[src/rtl/ps2_host_tx_pkg.sv]
// ps2_host_tx_pkg: shared PS/2 command constants, transmitter state and error codes.
package ps2_host_tx_pkg;

   localparam logic [7:0] PS2_CMD_RESET    = 8'hFF;
   localparam logic [7:0] PS2_CMD_ENABLE   = 8'hF4;
   localparam logic [7:0] PS2_CMD_SET_RATE = 8'hF3;

   typedef enum logic [2:0] {
      IDLE,
      INHIBIT,
      START,
      SEND,
      ACK,
      RELEASE,
      FAIL
   } ps2_tx_state_t;

   typedef enum logic [1:0] {
      ERR_NONE    = 2'd0,
      ERR_TIMEOUT = 2'd1,
      ERR_NACK    = 2'd2
   } ps2_err_t;

   // Host-to-device frame after the start bit, bit 0 goes out first: data, odd parity, stop.
   function automatic logic [9:0] ps2_frame(input logic [7:0] data);
      return {1'b1, ~^data, data};
   endfunction

endpackage

[src/rtl/ps2_host_tx_line_filter.sv]
// ps2_line_filter: two-flop synchroniser, consecutive-sample glitch filter and
// falling-edge strobe for one PS/2 pad. Reusable by the mouse receiver.
module ps2_line_filter #(
   parameter int FILTER_CYCLES = 8
) (
   input  logic clk,
   input  logic rst,
   input  logic line_raw,
   output logic level,
   output logic fall
);

   localparam int               CNT_W    = (FILTER_CYCLES > 1) ? $clog2(FILTER_CYCLES) : 1;
   localparam logic [CNT_W-1:0] CNT_LAST = CNT_W'(FILTER_CYCLES - 1);

   logic [1:0]       sync;
   logic [CNT_W-1:0] run_cnt;

   // Synchronise the pad, then accept a new level only after FILTER_CYCLES differing samples in a row.
   always_ff @(posedge clk or negedge rst) begin
      if (!rst) begin
         sync    <= 2'b11;
         level   <= 1'b1;
         run_cnt <= '0;
         fall    <= 1'b0;
      end else begin
         sync <= {sync[0], line_raw};
         fall <= 1'b0;
         if (sync[1] == level) begin
            run_cnt <= '0;
         end else if (run_cnt == CNT_LAST) begin
            level   <= sync[1];
            run_cnt <= '0;
            fall    <= level;
         end else begin
            run_cnt <= run_cnt + 1'b1;
         end
      end
   end

endmodule

[src/rtl/ps2_host_tx.sv]
// ps2_host_tx: sends one command byte host-to-device on the open-drain PS/2 lines
// and reports done (device ACK) or error (timeout / NACK) to the init sequencer.
//
// state   | meaning
// IDLE    | lines released, cmdReady high, waiting for a command
// INHIBIT | host holds PS2_CLK low to claim the bus
// START   | data held low (start bit), clock released, timeout armed
// SEND    | present next frame bit on each device clock fall
// ACK     | stop bit out; sample device ACK on the next clock fall
// RELEASE | wait for the device to release both lines, then pulse done
// FAIL    | error pulse showing, lines released, back to IDLE
module ps2_host_tx
   import ps2_host_tx_pkg::*;
#(
   parameter int CLK_HZ        = 50_000_000,
   parameter int INHIBIT_US    = 100,
   parameter int TIMEOUT_US    = 15000,
   parameter int FILTER_CYCLES = 8
) (
   input  logic       clk,
   input  logic       rst,
   input  logic [7:0] cmdData,
   input  logic       cmdValid,
   output logic       cmdReady,
   input  logic       ps2ClkIn,
   input  logic       ps2DatIn,
   output logic       ps2ClkPullLow,
   output logic       ps2DatPullLow,
   output logic       busy,
   output logic       done,
   output logic       error,
   output logic [1:0] errCode
);

   localparam longint INH_CYC_L = (longint'(INHIBIT_US) * longint'(CLK_HZ)) / 1_000_000;
   localparam longint TMO_CYC_L = (longint'(TIMEOUT_US) * longint'(CLK_HZ)) / 1_000_000;
   localparam int     INH_CYC   = int'(INH_CYC_L);
   localparam int     TMO_CYC   = int'(TMO_CYC_L);
   localparam int     INH_W     = $clog2(INH_CYC);
   localparam int     TMO_W     = $clog2(TMO_CYC);

   localparam logic [INH_W-1:0] INH_LOAD = INH_W'(INH_CYC - 1);
   // Two cycles are spent loading the counter and registering the expiry decision,
   // so error lands exactly TMO_CYC cycles after START or the last clock fall.
   localparam logic [TMO_W-1:0] TMO_LOAD = TMO_W'(TMO_CYC - 2);

   ps2_tx_state_t    state;
   logic [9:0]       frame_sr;
   logic [3:0]       bit_cnt;
   logic [INH_W-1:0] inh_cnt;
   logic [TMO_W-1:0] tmo_cnt;
   logic             clk_level;
   logic             clk_fall;
   logic             dat_level;
   logic             unused_dat_fall;
   logic             tmo_expired;

   ps2_line_filter #(.FILTER_CYCLES(FILTER_CYCLES)) u_clk_filter (
      .clk      (clk),
      .rst      (rst),
      .line_raw (ps2ClkIn),
      .level    (clk_level),
      .fall     (clk_fall)
   );

   ps2_line_filter #(.FILTER_CYCLES(FILTER_CYCLES)) u_dat_filter (
      .clk      (clk),
      .rst      (rst),
      .line_raw (ps2DatIn),
      .level    (dat_level),
      .fall     (unused_dat_fall)
   );

   assign tmo_expired = (tmo_cnt == '0) && !clk_fall;

   // Transfer sequencer; every output is registered here.
   always_ff @(posedge clk or negedge rst) begin
      if (!rst) begin
         state         <= IDLE;
         frame_sr      <= '0;
         bit_cnt       <= '0;
         inh_cnt       <= '0;
         tmo_cnt       <= '0;
         cmdReady      <= 1'b1;
         busy          <= 1'b0;
         done          <= 1'b0;
         error         <= 1'b0;
         errCode       <= ERR_NONE;
         ps2ClkPullLow <= 1'b0;
         ps2DatPullLow <= 1'b0;
      end else begin
         done  <= 1'b0;
         error <= 1'b0;

         // Device-activity watchdog: any clock fall restarts it; START arms it below.
         if (clk_fall) begin
            tmo_cnt <= TMO_LOAD;
         end else if (tmo_cnt != '0) begin
            tmo_cnt <= tmo_cnt - 1'b1;
         end

         case (state)
            IDLE: begin
               if (cmdValid && cmdReady) begin
                  frame_sr      <= ps2_frame(cmdData);
                  errCode       <= ERR_NONE;
                  busy          <= 1'b1;
                  cmdReady      <= 1'b0;
                  ps2ClkPullLow <= 1'b1;
                  inh_cnt       <= INH_LOAD;
                  state         <= INHIBIT;
               end
            end
            INHIBIT: begin
               if (inh_cnt == '0) begin
                  ps2ClkPullLow <= 1'b0;
                  ps2DatPullLow <= 1'b1;
                  state         <= START;
               end else begin
                  inh_cnt <= inh_cnt - 1'b1;
               end
            end
            START: begin
               tmo_cnt <= TMO_LOAD;
               bit_cnt <= '0;
               state   <= SEND;
            end
            SEND: begin
               if (clk_fall) begin
                  ps2DatPullLow <= ~frame_sr[0];
                  frame_sr      <= {1'b0, frame_sr[9:1]};
                  bit_cnt       <= bit_cnt + 1'b1;
                  if (bit_cnt == 4'd9) begin
                     state <= ACK;
                  end
               end else if (tmo_expired) begin
                  errCode       <= ERR_TIMEOUT;
                  error         <= 1'b1;
                  ps2DatPullLow <= 1'b0;
                  state         <= FAIL;
               end
            end
            ACK: begin
               if (clk_fall) begin
                  if (dat_level) begin
                     errCode <= ERR_NACK;
                     error   <= 1'b1;
                     state   <= FAIL;
                  end else begin
                     state <= RELEASE;
                  end
               end else if (tmo_expired) begin
                  errCode <= ERR_TIMEOUT;
                  error   <= 1'b1;
                  state   <= FAIL;
               end
            end
            RELEASE: begin
               if (done) begin
                  busy     <= 1'b0;
                  cmdReady <= 1'b1;
                  state    <= IDLE;
               end else if (clk_level && dat_level) begin
                  done <= 1'b1;
               end else if (tmo_expired) begin
                  errCode <= ERR_TIMEOUT;
                  error   <= 1'b1;
                  state   <= FAIL;
               end
            end
            FAIL: begin
               ps2ClkPullLow <= 1'b0;
               ps2DatPullLow <= 1'b0;
               busy          <= 1'b0;
               cmdReady      <= 1'b1;
               state         <= IDLE;
            end
            default: begin
               state <= IDLE;
            end
         endcase
      end
   end

endmodule

[config.mk]
export PLATFORM = sky130hd
export DESIGN_NAME = ps2_host_tx
export DESIGN_NICKNAME = d
export VERILOG_FILES = /design/src/rtl/ps2_host_tx_pkg.sv /design/src/rtl/ps2_host_tx_line_filter.sv /design/src/rtl/ps2_host_tx.sv
export SDC_FILE = /design/constraint.sdc
export NUM_CORES = 1
export LEC_CHECK = 0
export ABC_AREA = 1
export BUFFER_PORTS_ARGS = -buffer_cell sky130_fd_sc_hd__buf_2
export CAP_MARGIN = 40
export CORE_MARGIN = 2
export CORE_UTILIZATION = 60
export CTS_CLUSTER_SIZE = 24
export DETAILED_ROUTE_END_ITERATION = 16
export GPL_TIMING_DRIVEN = 0
export PLACE_DENSITY = 0.83
export SKIP_CTS_REPAIR_TIMING = 1
export SLEW_MARGIN = 5
export SYNTH_ARGS = -nofsm -noshare
export SYNTH_HDL_FRONTEND = slang
export SYNTH_SLANG_ARGS = --single-unit
[constraint.sdc]
create_clock -name clk -period 3 [get_ports clk]
set_input_delay 0.6 -clock clk [delete_from_list [all_inputs] [get_ports clk]]
set_output_delay 0.6 -clock clk [all_outputs]
set_load 0.01 [all_outputs]
==> results of run 1 <==
per-layer routing:
metal	vias up	wire length, µm
met3	18	367
met4	0	170
li1	1731	-
met5	-	0
met1	1591	3840
met2	106	3950
sequential cells by signal, summed over array words and instances, names as in the netlist, 2 cells and up:
| name | flops |
|---|---|
| state | 3 |
| inh_cnt | 13 |
| u_clk_filter.run_cnt | 3 |
| u_dat_filter.run_cnt | 3 |
| errCode | 2 |
| frame_sr | 10 |
| tmo_cnt | 20 |
| u_clk_filter.sync | 2 |
| u_dat_filter.sync | 2 |
| bit_cnt | 4 |
cell usage in the layout, fill, tap and decap left out, types with 4 or more instances in the layout:
master / instances
dfrtp_1: 64
o21ai_0: 18
nor2_4: 4
nor2_1: 86
nand4_1: 7
xnor2_1: 8
buf_2: 21
nand3_1: 40
nand2_1: 126
o21ai_1: 5
ha_1: 9
o31ai_1: 9
clkbuf_8: 9
inv_1: 59
inv_2: 7
nor3_1: 10
xor2_1: 7
nor2_2: 8
a21oi_1: 13
dfstp_2: 7
cells by family after synthesis:
family / count (synthesis) / share of synthesized area (%)
mux: 2 / 0.565
xor+xnor: 15 / 3.30
fa+ha+maj: 9 / 2.83
buf+inv: 74 / 7.79
flops: 71 / 44.8
simple gates: 290 / 32.0
compound gates: 58 / 8.70
worst max-delay path: stages (launching register included):
cell,delay [ps]
dfrtp_1,370
clkinv_1,160
ha_1,250
nand3_1,100
nor2_1,190
nand3_2,230
inv_2,190
nand2_1,110
nand2_1,90
nand2_1,50
nand2_1,60
nand2_1,50
area by class of cell:
cell class	count	area share, %
multi-input combinational	374	42.9
sequential	71	40.6
inverter	67	5.72
clock buffer	10	2.90
timing repair buffer	21	2.79
tap	77	2.19
clock inverter	6	1.54
buffer	7	1.34
worst max path at each step:
stage	start	end	slack (ps)
after floorplan	inh_cnt[0]	inh_cnt[4]	1460
after global placement	rst	frame_sr[8]	970
after detailed placement	tmo_cnt[0]	state[0]	1120
after CTS	tmo_cnt[0]	state[0]	1100
after global routing	tmo_cnt[0]	state[0]	980
final	tmo_cnt[0]	state[0]	1050
power groups by stage:
stage	Combinational, mW	Sequential [mW]	Clock [mW]
final	1.51	1.49	0.774
after global placement	1.44	1.49	0
after global routing	1.72	1.53	0.830
after floorplan	1.18	1.46	0
after detailed placement	1.51	1.50	0
after CTS	1.51	1.49	0.783
==> qor.txt, run 1 <==
================================================================================
Initial drt markers ...............................................          179
Area added between synthesis and finish ...........................        10.4%
Clock tree from TritonCTS .........................................         done
Fraction of power consumed by combinational cells .................        40.0%
Multi-input gate area .............................................     1890 µm²
CTS clock-pin slew for the worst setup and hold paths .............        80 ps
Setup-violating endpoint count in the final report ................            0
Ratio of final minimum period to clock period .....................        65.1%
Final std cells w/o fill ..........................................          633
Final HPWL DP .....................................................      6090 µm
Sequential cell area ..............................................     1790 µm²
Most utilized layer in the global route result ....................         met2
Num Clock Sinks ...................................................           71
Cell with the most instances after synthesis ......................      nand2_1
Worst relative slew slack .........................................        70.4%
# rows ............................................................           29
Clock buffer depth ................................................            2
Number of H-tree levels ...........................................            3
Cell type with the highest aggregate area in the netlist ..........      dfrtp_1
Fraction of synthesized cell area taken by the top area cell type .        40.2%
Slack of the worst reg-to-reg path ................................      1050 ps
Switching power summed over all nets ..............................      1.57 mW
Peak VDD IR .......................................................       614 µV
Die Span X ........................................................      85.5 µm
Count of nets after finishing .....................................          573
Portion of the post-synthesis area used by sequential elements ....        44.8%
Cell at the root of the clock tree ................................     clkbuf_8
Finished Core Util ................................................        68.9%
Met2 track demand over resource in global routing .................        40.7%
Mapped cell area ..................................................     3990 µm²
Internal power component ..........................................      2.21 mW
Maximum clock frequency ...........................................    0.512 GHz
Minimum clock period after layout .................................      1950 ps
Final Hold Viols ..................................................            0
TritonCTS buffer count ............................................            9
Total I/O pin count ...............................................           21
Final weighted congestion in routability-driven placement .........        0.911
Global routing met1 resource utilization ..........................        34.3%
Global-route wire length before repair ............................     14700 µm
Vias in the first global route ....................................         3310
Routed wirelength normalized by instance count ....................      13.2 µm
Average size of a mapped cell .....................................     7.68 µm²
Total of flip-flops plus latches after synthesis ..................           71
Worst-case reg-to-reg path depth ..................................           11
Transition time of the tightest slew-check pin ....................       444 ps
Port bufs .........................................................           20
Setup CP Type ..................................................... flip-flop to flip-flop
Placed standard-cell area .........................................     4200 µm²
Number of warning messages in the yosys log .......................            0
Final Total Pwr ...................................................      3.78 mW
Crit Path Max Fanout ..............................................            9
Initial antenna violation count ...................................            0
Die Ht ............................................................      85.5 µm
Type of origin of the critical path ...............................    flip-flop
Clock latency on the worst-skew pair ..............................       350 ps
Setup tns final ...................................................         0 ps
Length of the first detailed-routing pass in iterations ...........            5
Top post-synthesis cells by area .................................. dfrtp_1 (40%), nand2_1 (12%), nor2_1 (8.1%)
Total GRT Usage ...................................................        25.2%
Synth unique cells ................................................           36
Met3 track utilization from global routing ........................        4.81%
Worst-case setup margin in the final layout .......................      1050 ps
Count of unresolved DRC violations after routing ..................            0
Sequential Power Share ............................................        39.5%
Worst Hold Class .................................................. input port to async pin
Max capacitance violation total ...................................            0
Via count .........................................................         3446
Clock group share of total power ..................................        20.5%
Commonest cells post-synth ........................................ nand2_1 (126), nor2_1 (86), dfrtp_1 (64), inv_1 (59), nand3_1 (40)
Switching power as a share of total power .........................        41.5%
RSZ-0062 raised after global routing ..............................        false
Number of max-slew violations in the final report .................            0
Number of enable-type register cells in the synthesized netlist ...            0
P_leak ............................................................      2.25 nW
Fraction of layout cells with a size suffix above 1 ...............        14.6%
Signal arrival time at the worst endpoint .........................      2200 ps
Total wire length after detailed routing ..........................      8330 µm
Vias per cell .....................................................         5.44
Reg2Reg Launch Point ..............................................   tmo_cnt[0]
Final cell area excluding filler cells ............................     4400 µm²
Kind of end point of the critical path ............................    flip-flop
FFs w/ async S/R, synth ...........................................         100%
Crit path required time ...........................................      3250 ps
Post-place setup slack ............................................      1120 ps
Post-route worst hold slack .......................................       178 ps
Die Area ..........................................................     7310 µm²
Power density relative to cell area ...............................   858 nW/µm²
Placeable Area ....................................................     6390 µm²
Number of filler cells placed in the layout .......................          525
Largest net degree at the start of global routing .................           38
Final Skew ........................................................      8.82 ps
Effective utilization at floorplan ................................        62.4%
Primary FF master, synth ..........................................      dfrtp_1
Run status ........................................................ finished, final reports clean
Leftover overflow at the end of global routing ....................            0
Reg-to-Reg End ....................................................     state[0]
Nets in the synthesized netlist ...................................          541
Number of nets still failing antenna checks after routing .........            0
Antenna cell count ................................................            0
Synthesized instance count ........................................          519
Cell count after placement ........................................          617
================================================================================
Power figures use the tool's default switching activity.
==> run 2: changes to the inputs <==
--- a/config.mk
+++ b/config.mk
@@ -9,11 +9,11 @@
 export BUFFER_PORTS_ARGS = -buffer_cell sky130_fd_sc_hd__buf_2
 export CAP_MARGIN = 40
 export CORE_MARGIN = 2
-export CORE_UTILIZATION = 60
+export CORE_UTILIZATION = 55
 export CTS_CLUSTER_SIZE = 24
 export DETAILED_ROUTE_END_ITERATION = 16
 export GPL_TIMING_DRIVEN = 0
-export PLACE_DENSITY = 0.83
+export PLACE_DENSITY = 0.81
 export SKIP_CTS_REPAIR_TIMING = 1
 export SLEW_MARGIN = 5
 export SYNTH_ARGS = -nofsm -noshare
==> constraint.sdc (replaced) <==
create_clock -name clk -period 1.7 [get_ports clk]
set_input_delay 0.34 -clock clk [delete_from_list [all_inputs] [get_ports clk]]
set_output_delay 0.34 -clock clk [all_outputs]
set_load 0.01 [all_outputs]
==> run 2 against run 1 <==
Net effect: clock power increased by 77%; register-to-register slack got worse by 1000 ps; sequential share of layout area shrank 2.4 points; power rose by 87%; via count is 3.9% higher; sequential cell count is the same; maximum frequency is 17% higher; sequential power up 80%; largest power group unchanged.
==> qor.txt, run 2 (synthesis results as in run 1) <==
===============================================================================
Run status ....................................................... finished, final reports clean   unchanged
Cell type with the highest occurrence count on the critical path .        inv_1   was nand2_1
Final cell area excluding filler cells ...........................     4680 µm²   was 4400 µm²
RSZ-0062 raised after global routing .............................         true   was false
Cell at the root of the clock tree ...............................     clkbuf_8   unchanged
Leftover overflow at the end of global routing ...................            0   unchanged
Area added between synthesis and finish ..........................        17.4%   was 10.4%
CP bufs+invs .....................................................            3   was 2
Max capacitance violation total ..................................            0   unchanged
Final Total Pwr ..................................................      7.07 mW   was 3.78 mW
Reg with most FFs ................................................      tmo_cnt   unchanged
Type of origin of the critical path ..............................    flip-flop   unchanged
Initial drt markers ..............................................          247   was 179
Die Area .........................................................     7940 µm²   was 7310 µm²
Crit path cell chain ............................................. nor2_2 > inv_1 > nor2_1 > nand3_1 > nor3_4 > inv_1 > o21ai_0 > inv_1   was clkinv_1 > ha_1 > nand3_1 > nor2_1 > nand3_2 > inv_2 > nand2_1 > nand2_1 > nand2_1 > nand2_1 > nand2_1
Signal arrival time at the worst endpoint ........................      1890 ps   was 2200 ps
Number of filler cells placed in the layout ......................          602   was 525
Sequential cell area .............................................     1790 µm²   about the same
Antenna cell count ...............................................            0   unchanged
Post-place setup slack ...........................................      -141 ps   was 1120 ps
Minimum clock period after layout ................................      1670 ps   was 1950 ps
Effective utilization at floorplan ...............................        55.8%   was 62.4%
Number of nets still failing antenna checks after routing ........            0   unchanged
Total wire length after detailed routing .........................      9020 µm   was 8330 µm
TritonCTS buffer count ...........................................            9   unchanged
Length of the first detailed-routing pass in iterations ..........            5   unchanged
Finished Core Util ...............................................        65.6%   was 68.9%
Initial antenna violation count ..................................            0   unchanged
Final Skew .......................................................      15.5 ps   was 8.82 ps
Switching power summed over all nets .............................      2.95 mW   was 1.57 mW
Number of H-tree levels ..........................................            3   unchanged
Crit path required time ..........................................      1930 ps   was 3250 ps
Clock group share of total power .................................        19.4%   was 20.5%
Final std cells w/o fill .........................................          669   was 633
Placed standard-cell area ........................................     4230 µm²   was 4200 µm²
Worst relative slew slack ........................................        69.1%   was 70.4%
Fraction of layout cells with a size suffix above 1 ..............        21.4%   was 14.6%
Worst-case setup margin in the final layout ......................      34.8 ps   was 1050 ps
Setup CP Type .................................................... flip-flop to flip-flop   unchanged
Clock buffer depth ...............................................            2   unchanged
Kind of end point of the critical path ...........................    flip-flop   unchanged
# rows ...........................................................           31   was 29
Multi-input gate area ............................................     2020 µm²   was 1890 µm²
Count of nets after finishing ....................................          587   was 573
Slack of the worst reg-to-reg path ...............................        30 ps   was 1050 ps
Vias per cell ....................................................         5.35   was 5.44
Cell count after placement .......................................          639   was 617
Power density relative to cell area ..............................  1510 nW/µm²   was 858 nW/µm²
Global-route wire length before repair ...........................     14200 µm   was 14700 µm
Number of max-slew violations in the final report ................            0   unchanged
Switching power as a share of total power ........................        41.7%   was 41.5%
Count of unresolved DRC violations after routing .................            0   unchanged
Internal power component .........................................      4.13 mW   was 2.21 mW
Final HPWL DP ....................................................      6370 µm   was 6090 µm
Most common cell after layout, fill and taps aside ...............      nand2_1   unchanged
Highest-count cells in the layout ignoring fill and taps ......... nand2_1 (122), nor2_1 (74), dfrtp_1 (62), inv_1 (55), nand3_1 (39)   was nand2_1 (126), nor2_1 (86), dfrtp_1 (64), inv_1 (59), nand3_1 (40)
Final weighted congestion in routability-driven placement ........        0.927   was 0.911
Fraction of power consumed by combinational cells ................        42.7%   was 40.0%
Peak VDD IR ......................................................       805 µV   was 614 µV
Critical-path top delay cell .....................................      dfrtp_1   unchanged
Final Hold Viols .................................................            0   unchanged
Die Ht ...........................................................      89.1 µm   was 85.5 µm
Port bufs ........................................................           20   unchanged
Largest net degree at the start of global routing ................           37   was 38
Worst Hold Class ................................................. input port to flip-flop   was input port to async pin
CP peak stage delay ..............................................       430 ps   was 370 ps
Setup-violating endpoint count in the final report ...............            0   unchanged
Maximum clock frequency ..........................................    0.601 GHz   was 0.512 GHz
Placeable Area ...................................................     7140 µm²   was 6390 µm²
Transition time of the tightest slew-check pin ...................       464 ps   was 444 ps
Sequential Power Share ...........................................        37.9%   was 39.5%
Vias in the first global route ...................................         3187   was 3310
Total I/O pin count ..............................................           21   unchanged
Total GRT Usage ..................................................        22.9%   was 25.2%
P_leak ...........................................................      2.32 nW   was 2.25 nW
CTS clock-pin slew for the worst setup and hold paths ............        70 ps   was 80 ps
Via count ........................................................         3579   was 3446
Routed wirelength normalized by instance count ...................      13.5 µm   was 13.2 µm
Die Span X .......................................................      89.1 µm   was 85.5 µm
Clock latency on the worst-skew pair .............................       350 ps   about the same
Crit Path Max Fanout .............................................            4   was 9
Max FFs per register .............................................           20   unchanged
Largest regs ..................................................... tmo_cnt (20), inh_cnt (13), frame_sr (10)   unchanged
Worst path top cell family by delay .............................. simple AND/OR/NAND/NOR gates   unchanged
Clock tree from TritonCTS ........................................         done   unchanged
Ratio of final minimum period to clock period ....................        98.0%   was 65.1%
Num Clock Sinks ..................................................           71   unchanged
===============================================================================
run 2: changes by cell type in the layout (fill, tap and decap cells not counted), moves of 3 or more:
cell and delta:
ha_1 -3, nand2_1 -4, buf_4 +13, nand2_2 +4
nor2_1 -12, inv_1 -4, inv_2 +3, nor2_2 +5
nor2_4 +7
run 2: worst reg2reg max path, delay by kind of cell (launching register included):
family	cells	cell delay [ps]
AND/OR/NAND/NOR	4	810
flip-flops	1	430
AO/OA/AOI/OAI	1	80
buffers and inverters	3	240
run 2: layer usage:
metal / vias up / track usage [%] / share of wire, %
met4: 0 / 7.33 / 1.7
met2: 119 / 37.6 / 50
met1: 1678 / 30.5 / 43
li1: 1763 / - / -
met5: - / 0 / 0
met3: 19 / 4.89 / 5.0
run 2: cell type report:
| type | count | share of cell area (%) |
|---|---|---|
| inverters | 67 | 5.51 |
| well taps | 99 | 2.65 |
| plain buffers | 7 | 1.26 |
| clock inverters | 5 | 1.23 |
| repair buffers | 35 | 4.92 |
| multi-input cells | 374 | 43.2 |
| flip-flops and latches | 71 | 38.2 |
| clock buffers | 11 | 3.02 |
run 2: final timing paths:
kind / from / endpoint / depth (start not counted)
setup / recovery: tmo_cnt[16] / tmo_cnt[14] / 8
hold / removal: ps2ClkIn / u_clk_filter.sync[0] / 1
setup reg to reg: tmo_cnt[16] / tmo_cnt[14] / 8
hold reg to reg: u_dat_filter.sync[0] / u_dat_filter.sync[1] / 0
max in group asynchronous: rst / cmdReady / 3
min in group asynchronous: rst / tmo_cnt[6] / 2
run 2: through the flow:
step / hold WS, ps / setup TNS [ps]
6_report: 92.4 / 0
3_5_place_dp: 331 / -565
5_1_grt: 79.9 / -311
4_1_cts: -48.9 / -1050
3_3_place_gp: 347 / -4090
2_1_floorplan: 44.4 / 0
run 2: power by group through the flow:
| stage | sequential (mW) | clock, mW | combinational (mW) |
|---|---|---|---|
| final | 2.68 | 1.37 | 3.02 |
| after global routing | 2.74 | 1.46 | 3.37 |
| after CTS | 2.63 | 1.39 | 2.68 |
| after detailed placement | 2.65 | 0 | 2.67 |
| after global placement | 2.63 | 0 | 2.55 |
| after floorplan | 2.58 | 0 | 2.07 |
